**src/rtl/rv32i_pkg.sv**
```systemverilog
// Shared RV32I control definitions: FSM state encoding, mux selects, trap causes,
// opcode constants and the one-hot opcode-class flag bundle from rv32i_decode.
package rv32i_pkg;

  localparam int unsigned MEM_TIMEOUT_DEF = 16;
  localparam int unsigned CNT_W_DEF       = 5;

  typedef enum logic [2:0] {
    ST_FETCH     = 3'd0,
    ST_DECODE    = 3'd1,
    ST_EXECUTE   = 3'd2,
    ST_MEMORY    = 3'd3,
    ST_WRITEBACK = 3'd4,
    ST_TRAP      = 3'd5
  } state_e;

  localparam logic [1:0] PC_SEL_PLUS4  = 2'd0;
  localparam logic [1:0] PC_SEL_BRANCH = 2'd1;
  localparam logic [1:0] PC_SEL_JALR   = 2'd2;

  localparam logic [1:0] WB_SEL_ALU = 2'd0;
  localparam logic [1:0] WB_SEL_MEM = 2'd1;
  localparam logic [1:0] WB_SEL_PC4 = 2'd2;
  localparam logic [1:0] WB_SEL_IMM = 2'd3;

  localparam logic [1:0] TRAP_NONE     = 2'd0;
  localparam logic [1:0] TRAP_ILLEGAL  = 2'd1;
  localparam logic [1:0] TRAP_FETCH_TO = 2'd2;
  localparam logic [1:0] TRAP_MEM_TO   = 2'd3;

  localparam logic [6:0] OPC_BRANCH = 7'h63;
  localparam logic [6:0] OPC_OP     = 7'h33;
  localparam logic [6:0] OPC_JALR   = 7'h67;
  localparam logic [6:0] OPC_JAL    = 7'h6f;
  localparam logic [6:0] OPC_LUI    = 7'h37;
  localparam logic [6:0] OPC_AUIPC  = 7'h17;
  localparam logic [6:0] OPC_OP_IMM = 7'h13;
  localparam logic [6:0] OPC_LOAD   = 7'h03;
  localparam logic [6:0] OPC_STORE  = 7'h23;
  localparam logic [6:0] OPC_FENCE  = 7'h0f;

  typedef struct packed {
    logic branch;
    logic r_alu;
    logic jalr;
    logic jal;
    logic lui;
    logic auipc;
    logic i_alu;
    logic load;
    logic store;
    logic fence;
  } op_flags_t;

  // A legal instruction raises exactly one opcode-class flag.
  function automatic logic is_one_hot(input op_flags_t f);
    return $countones(f) == 1;
  endfunction

endpackage

```
**src/rtl/rv32i_wait_timer.sv**
```systemverilog
// Wait-cycle counter for memory handshakes; flags expiry on the last permitted cycle.
module rv32i_wait_timer #(
  parameter int unsigned LIMIT = 16,
  parameter int unsigned CNT_W = 5
) (
  input  logic clock,
  input  logic reset_n,
  input  logic clear_i,
  input  logic enable_i,
  output logic expired_o
);

  logic [CNT_W-1:0] count_q, count_d;

  always_ff @(posedge clock) begin
    if (!reset_n) count_q <= '0;
    else          count_q <= count_d;
  end

  // Clear wins so that a state change always restarts the wait window.
  always_comb begin
    count_d = count_q;
    if (clear_i)       count_d = '0;
    else if (enable_i) count_d = count_q + CNT_W'(1);
  end

  assign expired_o = (count_q == CNT_W'(LIMIT - 1));

endmodule

```
**src/rtl/rv32i_control_fsm.sv**
```systemverilog
// Multi-cycle sequencer for the minimum RV32I core: fetch/decode/execute/memory/writeback
// strobes decoded from the current state, plus sticky trap on illegal opcode or timeout.
module rv32i_control_fsm
  import rv32i_pkg::*;
#(
  parameter int unsigned MEM_TIMEOUT = MEM_TIMEOUT_DEF,
  parameter int unsigned CNT_W       = CNT_W_DEF
) (
  input  logic       clock,
  input  logic       reset_n,
  input  logic       instr_ready,
  input  logic       branch_type,
  input  logic       register_type_alu,
  input  logic       integer_type_jump,
  input  logic       jump_type,
  input  logic       unconditional_type_load,
  input  logic       unconditional_type_add,
  input  logic       integer_type_alu,
  input  logic       integer_type_load,
  input  logic       store_type,
  input  logic       fence_type,
  input  logic       branch_taken,
  input  logic       mem_ready,
  output logic       instr_req,
  output logic       ir_load,
  output logic       alu_src_a_pc,
  output logic       alu_src_b_imm,
  output logic       mem_req,
  output logic       mem_we,
  output logic       reg_write,
  output logic [1:0] wb_sel,
  output logic       pc_write,
  output logic [1:0] pc_sel,
  output logic       retire,
  output logic       trap,
  output logic [1:0] trap_cause
);

  op_flags_t  flags;
  state_e     state_q, state_d;
  logic       is_store_q, is_store_d;
  logic       trap_q, trap_d;
  logic [1:0] cause_q, cause_d;
  logic       tmr_clear, tmr_en, tmr_expired;
  logic       legal, a_pc_sel, b_imm_sel;

  assign flags = {branch_type, register_type_alu, integer_type_jump, jump_type,
                  unconditional_type_load, unconditional_type_add, integer_type_alu,
                  integer_type_load, store_type, fence_type};

  assign legal     = is_one_hot(flags);
  assign a_pc_sel  = flags.auipc | flags.branch | flags.jal;
  assign b_imm_sel = flags.i_alu | flags.auipc | flags.load | flags.store |
                     flags.branch | flags.jal | flags.jalr;

  rv32i_wait_timer #(
    .LIMIT (MEM_TIMEOUT),
    .CNT_W (CNT_W)
  ) u_wait_timer (
    .clock     (clock),
    .reset_n   (reset_n),
    .clear_i   (tmr_clear),
    .enable_i  (tmr_en),
    .expired_o (tmr_expired)
  );

  always_ff @(posedge clock) begin
    if (!reset_n) begin
      state_q    <= ST_FETCH;
      is_store_q <= 1'b0;
      trap_q     <= 1'b0;
      cause_q    <= TRAP_NONE;
    end else begin
      state_q    <= state_d;
      is_store_q <= is_store_d;
      trap_q     <= trap_d;
      cause_q    <= cause_d;
    end
  end

  always_comb begin
    state_d       = state_q;
    is_store_d    = is_store_q;
    trap_d        = trap_q;
    cause_d       = cause_q;
    tmr_en        = 1'b0;
    instr_req     = 1'b0;
    ir_load       = 1'b0;
    alu_src_a_pc  = 1'b0;
    alu_src_b_imm = 1'b0;
    mem_req       = 1'b0;
    mem_we        = 1'b0;
    reg_write     = 1'b0;
    wb_sel        = WB_SEL_ALU;
    pc_write      = 1'b0;
    pc_sel        = PC_SEL_PLUS4;
    retire        = 1'b0;

    case (state_q)
      ST_FETCH: begin
        instr_req = 1'b1;
        if (instr_ready) begin
          ir_load = 1'b1;
          state_d = ST_DECODE;
        end else begin
          tmr_en = 1'b1;
          if (tmr_expired) begin
            state_d = ST_TRAP;
            trap_d  = 1'b1;
            cause_d = TRAP_FETCH_TO;
          end
        end
      end
      ST_DECODE: state_d = ST_EXECUTE;
      ST_EXECUTE: begin
        is_store_d = flags.store;
        if (!legal) begin
          state_d = ST_TRAP;
          trap_d  = 1'b1;
          cause_d = TRAP_ILLEGAL;
        end else begin
          alu_src_a_pc  = a_pc_sel;
          alu_src_b_imm = b_imm_sel;
          if (flags.load || flags.store) begin
            state_d = ST_MEMORY;
          end else if (flags.branch || flags.fence) begin
            pc_write = 1'b1;
            pc_sel   = (flags.branch && branch_taken) ? PC_SEL_BRANCH : PC_SEL_PLUS4;
            retire   = 1'b1;
            state_d  = ST_FETCH;
          end else if (flags.jal || flags.jalr) begin
            reg_write = 1'b1;
            wb_sel    = WB_SEL_PC4;
            pc_write  = 1'b1;
            pc_sel    = flags.jalr ? PC_SEL_JALR : PC_SEL_BRANCH;
            retire    = 1'b1;
            state_d   = ST_FETCH;
          end else begin
            state_d = ST_WRITEBACK;
          end
        end
      end
      ST_MEMORY: begin
        mem_req       = 1'b1;
        mem_we        = is_store_q;
        alu_src_b_imm = 1'b1;
        if (mem_ready) begin
          if (is_store_q) begin
            pc_write = 1'b1;
            retire   = 1'b1;
            state_d  = ST_FETCH;
          end else begin
            state_d = ST_WRITEBACK;
          end
        end else begin
          tmr_en = 1'b1;
          if (tmr_expired) begin
            state_d = ST_TRAP;
            trap_d  = 1'b1;
            cause_d = TRAP_MEM_TO;
          end
        end
      end
      ST_WRITEBACK: begin
        alu_src_a_pc  = a_pc_sel;
        alu_src_b_imm = b_imm_sel;
        reg_write     = 1'b1;
        wb_sel        = flags.load ? WB_SEL_MEM : (flags.lui ? WB_SEL_IMM : WB_SEL_ALU);
        pc_write      = 1'b1;
        retire        = 1'b1;
        state_d       = ST_FETCH;
      end
      ST_TRAP: state_d = ST_TRAP;
      default: state_d = ST_FETCH;
    endcase

    tmr_clear = (state_d != state_q);

    // Everything reads as idle while reset is held.
    if (!reset_n) begin
      instr_req     = 1'b0;
      ir_load       = 1'b0;
      alu_src_a_pc  = 1'b0;
      alu_src_b_imm = 1'b0;
      mem_req       = 1'b0;
      mem_we        = 1'b0;
      reg_write     = 1'b0;
      wb_sel        = WB_SEL_ALU;
      pc_write      = 1'b0;
      pc_sel        = PC_SEL_PLUS4;
      retire        = 1'b0;
    end
  end

  assign trap       = trap_q & reset_n;
  assign trap_cause = reset_n ? cause_q : TRAP_NONE;

endmodule

```
**config.mk**
```make
export PLATFORM = sky130hd
export DESIGN_NAME = rv32i_control_fsm
export DESIGN_NICKNAME = d
export VERILOG_FILES = /design/src/rtl/rv32i_pkg.sv /design/src/rtl/rv32i_wait_timer.sv /design/src/rtl/rv32i_control_fsm.sv
export SDC_FILE = /design/constraint.sdc
export NUM_CORES = 1
export LEC_CHECK = 0
export ABC_CLOCK_PERIOD_IN_PS = 5100
export CAP_MARGIN = 20
export CORE_MARGIN = 2
export CORE_UTILIZATION = 48
export CTS_BUF_LIST = sky130_fd_sc_hd__clkbuf_16
export CTS_CLUSTER_SIZE = 24
export DETAILED_ROUTE_END_ITERATION = 12
export PLACE_DENSITY = 0.8
export SLEW_MARGIN = 20
export SYNTH_ARGS = -nofsm -noshare
export SYNTH_HDL_FRONTEND = slang
export SYNTH_SLANG_ARGS = --single-unit
export TNS_END_PERCENT = 100
```
**constraint.sdc**
```tcl
create_clock -name clock -period 5.1 [get_ports clock]
set_input_delay 0.765 -clock clock [delete_from_list [all_inputs] [get_ports clock]]
set_output_delay 0.765 -clock clock [all_outputs]
set_load 0.005 [all_outputs]
```
After elaboration in Yosys (flattened, before gate mapping)
Cells that the tools add are included.

cells by class
  $add $sub $neg = 10
  equality and inequality tests = 13
  muxes and demuxes = 68
  bitwise logic cells = 10
  reduce and logical (&&, ||, !) cells = 9

operators by type and width
  kind                                                             number
  2-bit 2-to-1 mux                                                 20
  1-bit 2-to-1 mux                                                 31
  3-bit 2-to-1 mux                                                 8
  3-bit case mux with 5 select lines                               1
  1-bit by 1-bit adder with 2-bit output                           5
  2-bit != test, second input constant                             5
  1-bit case mux with 3 select lines                               3
  1-bit OR                                                         8
  2-bit by 2-bit adder with 3-bit output                           2
  3-bit by 2-bit == test with 1-bit output, second input constant  2
  3-bit == test, second input constant                             2
  1-bit case mux with 2 select lines                               3
  2-bit case mux with 3 select lines                               1
  6-bit AND reduction                                              1
  4-bit by 2-bit adder with 5-bit output                           1
  5-bit by 1-bit adder with 5-bit output, second input constant    1
  5-bit by 1-bit == test with 1-bit output, second input constant  1
  5-bit by 4-bit == test with 1-bit output, second input constant  1
  3-bit by 3-bit adder with 4-bit output                           1
  2-bit case mux with 2 select lines                               1
  4-bit AND reduction                                              1
  3-bit by 1-bit == test with 1-bit output, second input constant  1
  3-bit zero test                                                  1
  1-bit logical OR                                                 3
  6 further kinds                                                  6

storage, ports and cells
  flip-flop bits (word level) = 12
  input port bits = 15
  output and inout bits = 16
  logic and storage cells = 115

Logic depth before layout (Yosys ltp)
Gate-level depths: netlist (run 1).

  depth after elaboration = 9
  mapped depth = 13
  mapped depth without buffers = 12

By module
From an unflattened synthesis (run 1), not the netlist that was laid out.

unflattened totals
  cells, all modules = 146
  area total of the unflattened synthesis = 1,133.6 um^2

modules (own cells, without submodules)
  module             times used  cells an instance  area each (um^2)  sequential area each (um^2)
  rv32i_control_fsm  1           122                894.6             140.1
  rv32i_wait_timer   1           24                 239.0             100.1

Worst setup path after synthesis (run 1)
OpenSTA, ideal clock, no wires.

  path kind = in2out
  from = input port branch_type
  to = output port retire
  arrival time = 3.985 ns
  required time = 4.335 ns
  slack = 0.350 ns
  cell stages on the path = 13
  path buffers = 1
  cell sequence = fa_1 -> fa_1 -> inv_1 -> fa_1 -> inv_1 -> ha_1 -> inv_1 -> fa_1 -> a2111oi_4 -> o211ai_2 -> nor4_1 -> o31a_1 -> buf_4

on the way
  cells in the longest elaborated chain, start to end = 6
  elaborated cells on any way between the ends = 9
  those cells by class = 2 x add/sub; 1 x eq/ne; 5 x mux; 1 x reduce/logical

RTL lines
  item                                                                                                     RTL line                                   text
  start, declared                                                                                          rv32i_control_fsm.sv:12                    input logic branch_type,
  1-bit by 1-bit adder with 2-bit output (implied by the code) / 1-bit logical OR (equally long branches)  rv32i_pkg.sv:57, rv32i_control_fsm.sv:126
  4-bit by 2-bit adder with 5-bit output (implied by the code) / 1-bit 2-to-1 mux (equally long branches)  n/a
  5-bit by 1-bit == test with 1-bit output / 1-bit 2-to-1 mux (equally long branches)                      n/a
  1-bit 2-to-1 mux *                                                                                       n/a
  1-bit case mux with 3 select lines *                                                                     n/a
  1-bit 2-to-1 mux *                                                                                       n/a
  end, declared                                                                                            rv32i_control_fsm.sv:34                    output logic retire,

Every way passes the cells marked *; elsewhere a longest branch is shown, timed or not.

Worst setup path in the final report (run 1)
  from = input port jump_type
  to = output port pc_write

on the way
  cells in the longest elaborated chain, start to end = 8
  elaborated cells on any way between the ends = 12
  those cells by class = 4 x add/sub; 1 x eq/ne; 6 x mux; 1 x reduce/logical

RTL lines
  item                                                          RTL line                  text
  start, declared                                               rv32i_control_fsm.sv:15   input logic jump_type,
  1-bit by 1-bit adder with 2-bit output (implied by the code)  rv32i_pkg.sv:57           return $countones(f) == 1;
  2-bit by 2-bit adder with 3-bit output (implied by the code)  rv32i_pkg.sv:57
  3-bit by 3-bit adder with 4-bit output (implied by the code)  rv32i_pkg.sv:57
  4-bit by 2-bit adder with 5-bit output (implied by the code)  rv32i_pkg.sv:57
  5-bit by 1-bit == test with 1-bit output                      rv32i_pkg.sv:57
  1-bit 2-to-1 mux *                                            rv32i_control_fsm.sv:117  if (!legal) begin
  1-bit case mux with 3 select lines *                          rv32i_control_fsm.sv:99   case (state_q)
  1-bit 2-to-1 mux *                                            rv32i_control_fsm.sv:180  if (!reset_n) begin
  end, declared                                                 rv32i_control_fsm.sv:32   output logic pc_write,

Marks and branches as above.

==> results.md, run 1 <==
- Overflow after GRT: 0
- Clock Path Buffers: 2
- Synthesized area per cell: 8.41 sq um
- EDFF count, synth: 0
- Pwr Total: 0.543 mW
- Initial antenna violation count: 0
- Switching power: 0.196 mW
- Clock Skew: 1.04 ps
- Clk Tree Root Cell: clkbuf_16
- CTS buffer count: 3
- DR iter-0 viols: 32
- FP Rows: 17
- Via count: 1172
- Worst reg2reg path depth: 7
- Vias per cell: 5.69
- Sequential-to-total area share from yosys stat: 21.0%
- Final hold viol count: 0
- Slew @ Worst Pin: 559 ps
- Worst Setup End Kind: primary output
- CTS H-tree lvls: 1
- Hold wc startpoint: trap_q
- Final worst path period share: 98.0%
- Post-DP Area: 1510 sq um
- Starting Density: 51.2%
- Peak supply drop: 273 uV
- Hpwl dp: 2160 microns
- Syn Nets: 161
- R2R setup slack: 3090 ps
- Total track usage: 25.2%
- Avg WL per Cell: 16.3 microns
- TritonCTS clock tree: built
- First-pass DRT Iterations: 6
- Chip height: 52.8 microns
- Largest net degree at the start of global routing: 17
- Layout cell share with drive strength beyond 1: 29.2%
- Clock Pin Slew Worst Setup and Hold Paths: 40 ps
- Placed insts: 196
- Die width: 52.8 microns
- Worst-path fanout max: 4
- Net Sw Frac: 36.1%
- Storage element area: 240 sq um
- Filler cells: 163
- Status: completed
- Comb power frac: 49.4%
- Post-Syn Area: 1140 sq um
- DRC errors left: 0
- Int Pwr: 0.347 mW
- Final setup viols: 0
- Max Clk Rate: 200 MHz
- Worst-skew pair later-pin latency: 240 ps
- Synth warn: 0
- FF+latch count, synth: 12
- Routed Antenna Nets: 0
- Syn-to-layout area delta: 43.7%
- Power Density: 331 nW/um^2
- CP Data Arrival Time: 4230 ps
- Post-Synthesis Cells: 136
- Sequential group share of total power: 23.7%
- Fin nets: 204
- Clock power share: 26.9%
- Number of standard cells in the layout, taps in and fillers out: 206
- Slew HR: 62.4%
- Setup TNS Final: 0 ps
- Die area: 2790 sq um
- Vias in the first global route: 1157
- Fin crit period: 5000 ps
- Ys async rst share: 0%
- First-pass GRT wire length: 5120 microns
- Final Routed Wirelength: 3350 microns
- N_diodes: 0
- Core Region: 2230 sq um
- Sink Count: 12
- Worst Path Required: 4340 ps
- Crit start category: primary input
- Hold Buf Count CTS: 0
- Number of buffers added on ports: 30
- R2r endpoint: u_wait_timer.count_q[4]
- Fin util: 73.6%
- Max-Cap Viols: 0
- Netlist cell types: 43
- CP Class: primary input to primary output
- Most common flop cell mapped by yosys: dfxtp_1
- Worst Hold Class: flip-flop to flip-flop
- RD Place Congestion: 0.794
- Reg2Reg Launch Point: u_wait_timer.count_q[0]
- Pins over their slew limit: 0
- Hold Path Sink: trap_q
- Worst hold path depth: 1
- IO Pins: 31
- Leakage power: 0.697 nW
- Post-route cell area: 1640 sq um
- Multi-input logic area: 883 sq um
cell type report:
class	count	share of cell area, %
multi-input combinational	104	53.8
clock inverter	1	0.228
clock buffer	3	4.57
timing repair buffer	44	21.5
tap	28	2.13
sequential	12	14.6
inverter	14	3.20
cell usage after synthesis (all sizes together) (2+ instances only):
cell / number / share of area, %
nand2b: 7 / 3.8
a211oi: 5 / 4.6
fa: 6 / 11
o21a: 3 / 2.0
buf: 4 / 2.2
a21oi: 8 / 4.5
nand2: 4 / 1.3
and3: 2 / 1.1
nor2: 13 / 4.3
ha: 4 / 4.4
nor3b: 2 / 1.8
clkbuf: 2 / 0.66
inv: 14 / 4.6
or3: 4 / 2.6
dfxtp: 12 / 21
nor4: 3 / 1.6
nor3: 6 / 2.6
o221a: 2 / 2.0
and2: 7 / 3.8
nand3: 3 / 1.3
xnor2: 3 / 2.3
nor2b: 2 / 1.1
o21ai: 6 / 2.6
stage by stage:
| stage | hold WS (ps) | worst slack, ps |
|---|---|---|
| floorplan | 432 | 350 |
| global placement | 442 | -460 |
| detailed placement | 451 | -599 |
| CTS | 456 | 15.8 |
| global route | 481 | -38.8 |
| finish | 453 | 101 |
power by group through the flow:
stage | clock network (mW) | logic, mW | registers (mW)
5_1_grt | 0.153 | 0.289 | 0.132
2_1_floorplan | 0 | 0.149 | 0.115
3_3_place_gp | 0 | 0.194 | 0.128
4_1_cts | 0.147 | 0.233 | 0.127
3_5_place_dp | 0 | 0.201 | 0.129
6_report | 0.146 | 0.269 | 0.129
worst max-delay path: stages:
cell	delay (ps)
clkbuf_2	100
fa_1	500
fa_1	530
inv_2	40
fa_1	470
inv_2	90
ha_4	130
inv_1	50
fa_2	370
a2111oi_4	360
o211ai_4	160
nor4_2	290
o31a_1	180
buf_4	120
buf_6	80
flip-flops by register name, indices dropped and copies added (netlist names):
name                  count
cause_q                   2
is_store_q                1
state_q                   3
trap_q                    1
u_wait_timer.count_q      5
worst max path at each step:
stage	cells after the start	endpoint	startpoint	slack, ps
final	15	pc_write	jump_type	100
after global routing	15	pc_write	jump_type	-40
after CTS	15	pc_write	register_type_alu	20
after detailed placement	14	retire	branch_type	-600
after global placement	14	alu_src_b_imm	branch_type	-460
after floorplan	13	retire	branch_type	350
cell usage in the layout (no fill, tap or decap), types with 3 or more instances in the layout:
cell type	n
a211oi_2	3
a21oi_1	7
and2_1	6
buf_2	3
buf_4	11
buf_6	4
clkbuf_16	3
clkbuf_2	10
clkdlybuf4s50_1	16
dfxtp_1	12
fa_1	5
ha_1	3
inv_1	12
nand2_1	4
nand2b_1	6
nand3_1	3
nor2_1	12
nor3_1	5
o21a_1	3
o21ai_0	6
or3_1	3
xnor2_1	3
cells by family (layout without fill, tap and decap cells):
| family | after synthesis | after routing | synth area share (%) |
|---|---|---|---|
| buffers and inverters | 20 | 62 | 7.44 |
| and+or+nand+nor | 57 | 57 | 29.1 |
| AOI/OAI and AO/OA | 33 | 33 | 24.4 |
| muxes | 1 | 1 | 0.875 |
| DFF | 12 | 12 | 21.0 |
| adders and majority gates | 10 | 10 | 14.9 |
| xor gates and xnor gates | 3 | 3 | 2.30 |
per-layer routing:
layer	vias to the layer above	part of all wire (%)	track usage, %
met5	-	0	0
met4	0	0.92	5.56
met3	4	7.5	8.00
met2	51	48	42.5
met1	554	43	31.2
li1	563	-	-
repair_timing:
action | 4_1_cts | 5_1_grt
endpoints found under the hold margin | 0 | 0
setup endpoints to repair | 8 | 8
resized for setup | 33 | 30
pin swaps | 11 | 13
buffers inserted | 4 | 2
No activity file was read; power rests on OpenSTA's default activity.
==> inputs of run 2 (changes only) <==
- CORE_MARGIN: 2 -> 1.5
- SYNTH_HIERARCHICAL: unset -> 1
==> run 2 against run 1 <==
  * Global-route usage hardly changed
  * Synthesized cell count rose by 7.4%
  * Final cell count grew 2.9%
  * Setup slack improved by 36 ps
  * Via count is 0.26% higher
  * Combinational power decreased by 31%
  * Core utilization shrank 1.7 points
  * Maximum frequency is 0.73% higher
==> results.md, run 2 <==
- Status: completed
- Total track usage: 25.2% (-0.042 points)
- Int Pwr: 0.298 mW (-14%)
- Vias per cell: 5.54 (-2.6%)
- R2R setup slack: 3080 ps (about the same)
- Reg2Reg Launch Point: u_wait_timer/count_q[0]
- Avg WL per Cell: 13.7 microns (-16%)
- Number of buffers added on ports: 30 (unchanged)
- Die area: 2660 sq um (-4.5%)
- Final setup viols: 0 (unchanged)
- Most common flop cell mapped by yosys: dfxtp_1
- Overflow after GRT: 0 (unchanged)
- Fin crit period: 4960 ps (-36.1 ps)
- Worst-path fanout max: 2 (-2)
- N_diodes: 0 (unchanged)
- Net Sw Frac: 33.5% (-2.6 points)
- RD Place Congestion: 0.838 (+5.5%)
- Worst setup margin: 137 ps (+36.1 ps)
- Post-synth top area share: 21.2% (+0.19 points)
- CTS buffer count: 3 (unchanged)
- Netlist cell types: 42 (-2.3%)
- Worst Hold Class: flip-flop to flip-flop
- Hold slack: 459 ps (+5.60 ps)
- Final worst path period share: 97.3% (-0.71 points)
- Pins over their slew limit: 0 (unchanged)
- Max reg flops: 5 (unchanged)
- Synthesized area per cell: 7.76 sq um (-7.7%)
- Dominant cell type by area after synthesis: dfxtp_1
- Pwr Total: 0.447 mW (-18%)
- Max-Cap Viols: 0 (unchanged)
- RSZ-0062 raised after global routing: yes
- Fin nets: 210 (+2.9%)
- CP Data Arrival Time: 4200 ps (-30 ps)
- Hold wc startpoint: cause_q[0]
- FF+latch count, synth: 12 (unchanged)
- Worst Setup End Kind: primary output
- Crit start category: primary input
- Syn Nets: 171 (+6.2%)
- Post-place setup slack: -789 ps (-191 ps)
- Sequential-to-total area share from yosys stat: 21.2% (+0.19 points)
- Leakage power: 0.660 nW (-5.4%)
- Chip height: 51.6 microns (-2.3%)
- Largest net degree at the start of global routing: 19 (+2)
- Via count: 1175 (+0.26%)
- Post-DP Area: 1510 sq um (unchanged)
- CP Class: primary input to primary output
- Clock Path Buffers: 2 (unchanged)
- Slew HR: 59.0% (-3.3 points)
- DRC errors left: 0 (unchanged)
- Clock Pin Slew Worst Setup and Hold Paths: 40 ps (about the same)
- Worst reg2reg path depth: 7 (unchanged)
- Max Clk Rate: 201 MHz (+0.73%)
- DR iter-0 viols: 15 (-53%)
- Post-route cell area: 1590 sq um (-3.3%)
- Vias in the first global route: 1170 (+1.1%)
- Sequential group share of total power: 25.8% (+2.1 points)
- Setup TNS Final: 0 ps (unchanged)
- Commonest non-fill, non-tap cell in the layout: inv_1
- Peak supply drop: 201 uV (-26%)
- Final hold viol count: 0 (unchanged)
- R2r endpoint: cause_q[1]
- Power Density: 282 nW/um^2 (-15%)
- Final Routed Wirelength: 2910 microns (-13%)
- Clock Skew: 1.81 ps (+0.767 ps)
- FP Rows: 17 (unchanged)
- Top cells by area, synth: dfxtp_1, fa_1, inv_1
- IO Pins: 31 (unchanged)
- Syn-to-layout area delta: 40.2%
- Worst Path Required: 4340 ps (about the same)
- Top flop regs: u_wait_timer/count_q: 5 flops, state_q: 3 flops, cause_q: 2 flops
- Starting Density: 51.2% (about the same)
- Sink Count: 12 (unchanged)
- Top reg by flops: u_wait_timer/count_q
- CTS H-tree lvls: 1 (unchanged)
- Clk Tree Root Cell: clkbuf_16
- Most numerous cell in the Yosys netlist: inv_1
- Layout cell share with drive strength beyond 1: 22.3% (-6.9 points)
- Worst-skew pair later-pin latency: 240 ps (about the same)
- Slew @ Worst Pin: 614 ps (+55.3 ps)
- Most common library cells after synthesis: inv_1, nor2_1, dfxtp_1
- Switching power: 0.150 mW (-24%)
- Routed Antenna Nets: 0 (unchanged)
- First-pass GRT wire length: 4960 microns (-3.1%)
- Post-Synthesis Cells: 146 (+7.4%)
- Comb power frac: 41.5% (-7.9 points)
- TritonCTS clock tree: built
- Most frequent cells in the layout: inv_1, nor2_1, clkdlybuf4s50_1
- Hold Path Sink: cause_q[0]
- Post-Syn Area: 1130 sq um (-0.88%)
- First-pass DRT Iterations: 4 (-2)
- Initial antenna violation count: 0 (unchanged)
- Die width: 51.6 microns (-2.3%)
- Synth warn: 6 (+6)
- Worst hold path depth: 2 (+1)
- EDFF count, synth: 0 (unchanged)
- Core Region: 2210 sq um (-0.95%)
- Clock power share: 32.7% (+5.8 points)
- Filler cells: 184 (+13%)
- Hpwl dp: 2230 microns (+3.3%)
- Ys async rst share: 0% (unchanged)
[run 2: power groups by stage]
stage               registers, mW  clock network (mW)  logic, mW
finish                      0.116               0.146      0.186
global route                0.117               0.152      0.206
CTS                         0.115               0.147      0.185
detailed placement          0.117                   0      0.178
global placement            0.116                   0      0.172
floorplan                   0.106                   0      0.125
[run 2: repair_timing]
action / 4_1_cts / 5_1_grt
pin swaps: 12 / 15
hold buffers: 0 / 0
buffers inserted: 3 / 1
endpoints found under the setup margin: 8 / 8
gates resized for setup: 37 / 25
[run 2: layout make-up]
| type | instances | area [sq um] | area share (%) |
|---|---|---|---|
| clock buffer | 3 | 75.1 | 4.72 |
| clock inverter | 1 | 3.75 | 0.236 |
| inverter | 19 | 71.3 | 4.49 |
| multi-input combinational | 107 | 823 | 51.8 |
| sequential | 12 | 240 | 15.1 |
| tap | 28 | 35.0 | 2.20 |
| timing repair buffer | 42 | 340 | 21.4 |
[run 2: worst max-delay path, cell delays in order]
cell and delay, ps:
buf_8 100, fa_1 500, fa_1 530, inv_2 40, fa_1 430, inv_1 60
ha_2 180, inv_2 40, fa_2 350, a2111oi_4 320, o2111ai_2 180, or3_1 390
a31oi_2 160, buf_2 140
[run 2: kinds of logic (layout without fill, tap and decap cells)]
logic type / after synthesis / after routing / synth area share, %
and+or+nand+nor: 57 / 57 / 27.9
adders and majority gates: 10 / 10 / 15.0
buffers and inverters: 27 / 65 / 9.60
AOI/OAI and AO/OA: 36 / 36 / 22.8
DFF: 12 / 12 / 21.2
xor gates and xnor gates: 1 / 1 / 0.773
muxes: 3 / 3 / 2.65
[run 2: routing by layer]
layer  vias to the layer above  GRT usage [%]  wire, microns
met5                         -              0              0
met1                       536           27.9           1190
met3                        10           3.16            109
li1                        587              -              -
met4                         0           13.6             83
met2                        42           46.2           1520
[run 2: how the worst max path moves through the flow]
stage                 startpoint   endpoint  cells after the start
2_1_floorplan        branch_type     retire                     13
3_3_place_gp         branch_type   pc_write                     14
3_5_place_dp         branch_type   pc_write                     14
4_1_cts        register_type_alu  reg_write                     16
5_1_grt                jump_type   pc_write                     14
6_report               jump_type     retire                     14
[run 2: stage by stage]
step	util, %	cells
3_5_place_dp	68.1	206
3_3_place_gp	68.1	206
4_1_cts	73.2	213
2_1_floorplan	-	146
5_1_grt	71.8	212
6_report	71.8	212
==> inputs of run 3 (changes only) <==
- CAP_MARGIN: 20 -> 15
==> results of run 3 <==
Same layout as run 2: the final DEF is identical, and so are final timing and power.
